==> src/rtl/bram_read_arbiter_pkg.sv <==
// Shared definitions for the BRAM read arbiter: FSM encodings and the {id, valid}
// tag record layout carried through the read-latency pipe.
package bram_read_arbiter_pkg;

    typedef enum logic {
        ARB_IDLE = 1'b0,
        ARB_OWN  = 1'b1
    } arb_state_t;

    // Tag id field is sized for the largest supported requester count (8).
    localparam int ARB_TAG_ID_W = 3;
    localparam int ARB_TAG_W    = ARB_TAG_ID_W + 1;

endpackage

==> src/rtl/bram_read_arbiter_tag_pipe.sv <==
// RD_LATENCY-deep shift register of {id, valid} tags; the last stage lines up
// with the BRAM read data belonging to the grant that pushed it.
module arb_tag_pipe
    import bram_read_arbiter_pkg::*;
#(
    parameter int RD_LATENCY = 1
) (
    input  logic                 clk,
    input  logic                 rst,
    input  logic [ARB_TAG_W-1:0] push_tag,
    output logic [ARB_TAG_W-1:0] pop_tag
);

    logic [ARB_TAG_W-1:0] stage [RD_LATENCY];

    // Shift one stage per cycle; reset discards everything in flight.
    always_ff @(posedge clk) begin
        if (rst) begin
            for (int i = 0; i < RD_LATENCY; i++) begin
                stage[i] <= '0;
            end
        end else begin
            stage[0] <= push_tag;
            for (int i = 1; i < RD_LATENCY; i++) begin
                stage[i] <= stage[i-1];
            end
        end
    end

    assign pop_tag = stage[RD_LATENCY-1];

endmodule

==> src/rtl/bram_read_arbiter.sv <==
// Multi-requester BRAM read arbiter with burst-limited ownership and tagged return
// routing. Define BRAM_ARB_FIXED_PRIO_EN for fixed priority instead of round-robin.
module bram_read_arbiter
    import bram_read_arbiter_pkg::*;
#(
    parameter int NUM_REQ         = 4,
    parameter int LOG_NUM_REQ     = 2,
    parameter int DATA_WIDTH      = 8,
    parameter int LOG_MAX_ADDRESS = 16,
    parameter int RD_LATENCY      = 1,
    parameter int MAX_BURST       = 4
) (
    input  logic                               clk,
    input  logic                               rst,
    input  logic [NUM_REQ-1:0]                 request_in,
    input  logic [NUM_REQ*LOG_MAX_ADDRESS-1:0] address_in,
    output logic [NUM_REQ-1:0]                 grant_out,
    output logic                               bram_request_out,
    output logic [LOG_MAX_ADDRESS-1:0]         bram_address_out,
    input  logic                               bram_valid_in,
    input  logic [DATA_WIDTH-1:0]              bram_data_in,
    output logic [NUM_REQ-1:0]                 valid_out,
    output logic [DATA_WIDTH-1:0]              data_out,
    output logic                               error_out
);

    localparam logic [7:0]             MAX_BURST_C = 8'(MAX_BURST);
    localparam logic [NUM_REQ-1:0]     ONE_HOT_0   = {{(NUM_REQ-1){1'b0}}, 1'b1};

    arb_state_t               state;
    logic [LOG_NUM_REQ-1:0]   owner;
    logic [LOG_NUM_REQ-1:0]   rr_ptr;
    logic [7:0]               burst_cnt;
    logic                     err;

    logic [NUM_REQ-1:0]       cand;
    logic [LOG_NUM_REQ-1:0]   start;
    logic [LOG_NUM_REQ-1:0]   idx;
    logic [LOG_NUM_REQ-1:0]   win;
    logic [LOG_NUM_REQ-1:0]   next_ptr;
    logic                     keep;
    logic                     found;
    logic                     grant_valid;
    logic [ARB_TAG_W-1:0]     push_tag;
    logic [ARB_TAG_W-1:0]     pop_tag;

`ifdef BRAM_ARB_FIXED_PRIO_EN
    assign start = '0;
`else
    assign start = rr_ptr;
`endif

    // Winner selection: keep the owner while its burst allows, else search the
    // other requesters starting from the policy's start index.
    always_comb begin
        cand  = request_in;
        keep  = 1'b0;
        found = 1'b0;
        win   = '0;
        idx   = '0;
        if (state == ARB_OWN) begin
            keep        = request_in[owner] && (burst_cnt < MAX_BURST_C);
            cand[owner] = 1'b0;
        end else begin
            keep = 1'b0;
        end
        if (keep) begin
            found = 1'b1;
            win   = owner;
        end else begin
            for (int k = 0; k < NUM_REQ; k++) begin
                idx = LOG_NUM_REQ'((int'(start) + k) % NUM_REQ);
                if (!found && cand[idx]) begin
                    found = 1'b1;
                    win   = idx;
                end else begin
                    found = found;
                end
            end
        end
    end

    assign grant_valid      = found && !rst;
    assign grant_out        = grant_valid ? (ONE_HOT_0 << win) : '0;
    assign bram_request_out = grant_valid;
    assign bram_address_out = grant_valid ?
                              address_in[int'(win)*LOG_MAX_ADDRESS +: LOG_MAX_ADDRESS] : '0;
    assign next_ptr         = (int'(win) == NUM_REQ-1) ? '0 : win + LOG_NUM_REQ'(1);
    assign push_tag         = grant_valid ? {ARB_TAG_ID_W'(win), 1'b1} : '0;

    // Ownership FSM with burst counter and round-robin pointer.
    always_ff @(posedge clk) begin
        if (rst) begin
            state     <= ARB_IDLE;
            owner     <= '0;
            rr_ptr    <= '0;
            burst_cnt <= 8'd0;
        end else if (grant_valid) begin
            state  <= ARB_OWN;
            owner  <= win;
            rr_ptr <= next_ptr;
            if (keep && (burst_cnt != MAX_BURST_C)) begin
                burst_cnt <= burst_cnt + 8'd1;
            end else if (keep) begin
                burst_cnt <= burst_cnt;
            end else begin
                burst_cnt <= 8'd1;
            end
        end else begin
            state     <= ARB_IDLE;
            burst_cnt <= 8'd0;
        end
    end

    arb_tag_pipe #(
        .RD_LATENCY (RD_LATENCY)
    ) u_tag_pipe (
        .clk      (clk),
        .rst      (rst),
        .push_tag (push_tag),
        .pop_tag  (pop_tag)
    );

    assign valid_out = (pop_tag[0] && bram_valid_in && !rst) ?
                       (ONE_HOT_0 << pop_tag[ARB_TAG_W-1:1]) : '0;
    assign data_out  = bram_data_in;

    // Sticky error: BRAM data valid must coincide exactly with a valid tag.
    always_ff @(posedge clk) begin
        if (rst) begin
            err <= 1'b0;
        end else if (bram_valid_in != pop_tag[0]) begin
            err <= 1'b1;
        end else begin
            err <= err;
        end
    end

    assign error_out = err;

endmodule

==> config.mk <==
export PLATFORM = sky130hd
export DESIGN_NAME = bram_read_arbiter
export DESIGN_NICKNAME = d
export VERILOG_FILES = /design/src/rtl/bram_read_arbiter_pkg.sv /design/src/rtl/bram_read_arbiter_tag_pipe.sv /design/src/rtl/bram_read_arbiter.sv
export SDC_FILE = /design/constraint.sdc
export NUM_CORES = 1
export LEC_CHECK = 0
export BUFFER_PORTS_ARGS = -buffer_cell sky130_fd_sc_hd__buf_4
export CAP_MARGIN = 20
export CELL_PAD_IN_SITES_DETAIL_PLACEMENT = 0
export CELL_PAD_IN_SITES_GLOBAL_PLACEMENT = 1
export CORE_MARGIN = 10
export CORE_UTILIZATION = 26
export CTS_CLUSTER_DIAMETER = 30
export CTS_CLUSTER_SIZE = 8
export DETAILED_ROUTE_END_ITERATION = 7
export GPL_ROUTABILITY_DRIVEN = 0
export PLACE_DENSITY = 0.75
export SYNTH_ARGS = -nofsm -noshare
export SYNTH_HDL_FRONTEND = slang
export SYNTH_SLANG_ARGS = --single-unit
==> constraint.sdc <==
create_clock -name clk -period 2.34 [get_ports clk]
set_input_delay 0.117 -clock clk [delete_from_list [all_inputs] [get_ports clk]]
set_output_delay 0.117 -clock clk [all_outputs]
set_load 0.03 [all_outputs]
==> load_flow_metrics.sql <==
INSERT INTO impl_metrics (metric_group, metric, value, unit) VALUES
('yosys', 'yosysWarningCount', '0', ''),
('sta', 'setup_repair_after_global_routing_missed_its_margin', 'true', ''),
('drt', 'total_routed_wirelength', '7140', 'um'),
('global_route', 'grt_first_pass_wirelength', '10800', 'um'),
('layout', 'area_delta_synth_final', '112', '%'),
('layout', 'count_of_filler_cells_inserted_in_the_layout', '534', ''),
('power', 'cellPowerDensity', '1210', 'nW/um2'),
('critical_path', 'path_class', 'reg -> out', ''),
('yosys', 'async_flop_share', '0', '%'),
('power', 'ir_drop', '798', 'uV'),
('drt', 'final_antenna_net_count', '0', ''),
('clock_network', 'max-clock-path-buffers', '2', ''),
('clock_network', 'worst_skew_pair.late_latency', '0.25', 'ns'),
('yosys', 'synth_area', '1650', 'um2'),
('sta', 'fin_tns_setup', '-6.00', 'ns'),
('drt', 'drt_pre_antenna_iters', '4', ''),
('power', 'power.total', '0.00424', 'W'),
('critical_path', 'critPathMaxStageDelay', '0.54', 'ns'),
('critical_path', 'critical_path.endpoint_type', 'output port', ''),
('yosys', 'synth_edf_count', '0', ''),
('sta', 'final-setup-viol-count', '21', ''),
('clock_network', 'clockRootBuffer', 'sky130_fd_sc_hd__clkbuf_8', ''),
('die', 'effective_utilization_at_floorplan', '27.4', '%'),
('sta', 'fin_worst_hold_slack', '0.124', 'ns'),
('layout', 'most-common-layout-cells', 'sky130_fd_sc_hd__buf_4 (123), sky130_fd_sc_hd__buf_6 (27), sky130_fd_sc_hd__a21oi_2 (14)', ''),
('critical_path', 'timing.critical_path.fanout_max', '9', ''),
('die', 'floorplan.rows', '28', ''),
('layout', 'diodes', '0', ''),
('global_route', 'gr-total-overflow', '0', ''),
('clock_network', 'clk_transition_reported_paths', '0.07', 'ns'),
('sta', 'layout_worst_path_cycle_share', '115', '%'),
('placed_design', 'buffers_added_on_ports', '96', ''),
('power', 'leakage', '1.50', 'nW'),
('drt', 'drt-initial-drc-count', '45', ''),
('critical_path', 'crit_arrival', '2.56', 'ns'),
('sta', 'post-route-min-period', '2.68', 'ns'),
('global_route', 'global_route.usage.total', '12.8', '%'),
('die', 'core_area', '6030', 'um2'),
('critical_path', 'cp.required', '2.22', 'ns'),
('global_route', 'antenna_found_initial', '0', ''),
('global_route', 'grt_pass1_vias', '2094', ''),
('drt', 'detail_route.wl_per_cell', '17.5', 'um'),
('job', 'cap_viol_max_count', '0', ''),
('placed_design', 'post-place-ws', '-0.146', 'ns'),
('sta', 'clock.fmax', '373', 'MHz'),
('die', 'num_io_pins', '113', ''),
('clock_network', 'cts_htree_levels', '1', ''),
('yosys', 'synthCells', '187', ''),
('clock_network', 'cts_hold_buffers', '0', ''),
('critical_path', 'crit_path_top_delay_cell', 'sky130_fd_sc_hd__mux4_2', ''),
('yosys', 'dominantRegCellSynth', 'sky130_fd_sc_hd__dfxtp_1', ''),
('sta', 'final.setup.worst_slack', '-0.340', 'ns'),
('yosys', 'postSynthRegisterBits', '16', ''),
('clock_network', 'cts_made_buffers', '3', ''),
('global_route', 'pin_count_of_the_biggest_net_entering_global_routing', '20', ''),
('drt', 'dr_total_vias', '2013', ''),
('drt', 'drc', '0', ''),
('critical_path', 'timing.critical_path.from_type', 'flip-flop', ''),
('run_status', 'failed_checks', 'setup timing', ''),
('layout', 'drive_gt1_share', '72.1', '%'),
('yosys', 'mean_instance_size_in_the_synthesized_netlist', '8.82', 'um2'),
('sta', 'hold_viol', '0', ''),
('clock_network', 'clock-sinks', '16', ''),
('sta', 'timing.final.max_slew_violations', '0', ''),
('sta', 'finalClockSkew', '0.00958', 'ns'),
('die', 'die_w', '99.6', 'um'),
('die', 'design.die.area', '9930', 'um2'),
('yosys', 'synthDistinctLibCells', '50', ''),
('worst_hold_path', 'hold_path_class', 'in -> reg', ''),
('layout', 'most_common_cell_after_layout_fill_and_taps_aside', 'sky130_fd_sc_hd__buf_4', ''),
('layout', 'count_of_nets_after_finishing', '420', ''),
('drt', 'via_density', '4.93', ''),
('run_status', 'status', 'complete, but fails checks', ''),
('die', 'chipHeight', '99.6', 'um'),
('critical_path', 'crit_chain', 'mux4_2 > nand4_4 > o31ai_1 > o31a_1 > nor3_4 > buf_12 > clkbuf_16 > a22oi_2 > a21oi_4 > buf_6', ''),
('yosys', 'synth_seq_area_share', '19.4', '%'),
('clock_network', 'tritoncts', 'yes', ''),
('placed_design', 'dp_hpwl', '5560', 'um');
-- synthesized netlist by cell type, types with 2 or more instances --
master                     number  area (um2)
sky130_fd_sc_hd__buf_4         11        82.6
sky130_fd_sc_hd__nor2b_1        5        31.3
sky130_fd_sc_hd__o21a_1         2        15.0
sky130_fd_sc_hd__o22ai_1        2        12.5
sky130_fd_sc_hd__nand2_1        7        26.3
sky130_fd_sc_hd__ha_1           7        87.6
sky130_fd_sc_hd__a21oi_2        2        17.5
sky130_fd_sc_hd__a22oi_1       14         105
sky130_fd_sc_hd__inv_1          7        26.3
sky130_fd_sc_hd__buf_6          6        67.6
sky130_fd_sc_hd__nor2_1        13        48.8
sky130_fd_sc_hd__a21o_1         2        15.0
sky130_fd_sc_hd__o31a_1         2        17.5
sky130_fd_sc_hd__a221oi_1       5        43.8
sky130_fd_sc_hd__dfxtp_1       16         320
sky130_fd_sc_hd__nor4_1         2        12.5
sky130_fd_sc_hd__a22o_1         3        26.3
sky130_fd_sc_hd__mux2i_1        3        30.0
sky130_fd_sc_hd__nand2b_1       2        12.5
sky130_fd_sc_hd__a221oi_2      12         180
sky130_fd_sc_hd__nor3_4         2        32.5
sky130_fd_sc_hd__and2_1         7        43.8
sky130_fd_sc_hd__mux2_2         2        22.5
sky130_fd_sc_hd__buf_2          4        20.0
sky130_fd_sc_hd__clkbuf_1       3        11.3
sky130_fd_sc_hd__a21oi_1       20         100
sky130_fd_sc_hd__a22oi_2        2        25.0
sky130_fd_sc_hd__o21ai_0        2        10.0
-- power breakdown --
group | internal, W | switching [W]
Clock | 0.000149 | 0.000101
Sequential | 0.000322 | 0.0000597
Combinational | 0.00183 | 0.00178
Total | 0.00230 | 0.00194
-- area by class of cell --
class	count	area [um2]	share of cell area (%)
Tap cell	75	93.8	2.68
Inverter	7	33.8	0.964
Multi-Input combinational cell	144	1500	42.8
Timing Repair Buffer	162	1490	42.5
Sequential cell	16	330	9.43
Clock buffer	4	55.1	1.57
-- critical path, delay by kind of cell (launching register included) --
family                 cells  cell delay [ns]
muxes                      1             0.54
AOI/OAI and AO/OA          4             0.59
and+or+nand+nor            2             0.30
DFF                        1             0.37
buffers and inverters      3             0.50
-- worst paths after layout --
| kind | to | slack [ns] | cells past startpoint | from |
|---|---|---|---|---|
| max | bram_address_out[11] | -0.34 | 10 | owner[1] |
| min | state | 0.12 | 2 | rst |
| max reg2reg | rr_ptr[1] | -0.03 | 10 | owner[1] |
| min reg2reg | burst_cnt[0] | 0.48 | 1 | burst_cnt[0] |
-- sequential cells by signal, indices dropped and copies added, names as in the netlist --
| name | count |
|---|---|
| rr_ptr | 2 |
| state | 1 |
| error_out | 1 |
| burst_cnt | 8 |
| owner | 2 |
| u_tag_pipe.stage | 2 |
-- layer usage --
metal / vias up / share of wire [%] / GRT usage [%]
met5: - / 0 / 0
met4: 0 / 1.4 / 2.87
met3: 8 / 4.7 / 2.63
met2: 49 / 55 / 23.9
met1: 953 / 39 / 14.5
li1: 1003 / - / -
-- kinds of logic after synthesis --
| family | synth area share, % |
|---|---|
| multiplexers | 4.55 |
| XOR/XNOR | 0.531 |
| AO/OA/AOI/OAI | 41.3 |
| other | 0.227 |
| AND/OR/NAND/NOR | 16.1 |
| adder cells (fa/ha/maj) | 5.31 |
| buffers and inverters | 12.6 |
| flip-flops | 19.4 |
-- repair_timing --
item | in CTS | in global routing
buffers inserted | 6 | 4
cloned | 1 | 3
hold endpoints to repair | 0 | 0
endpoints found under the setup margin | 21 | 23
resized for setup | 57 | 26
pin swaps | 10 | 2
-- per-stage QoR --
step / instances / util [%] / area (um2)
final: 408 / 58.1 / 3500
after global routing: 408 / 58.1 / 3500
after CTS: 403 / 53.7 / 3240
after detailed placement: 392 / 48.0 / 2900
after global placement: 392 / 48.0 / 2900
after floorplan: 191 / - / 1760
Note: power is estimated with default switching activity, not from simulation.
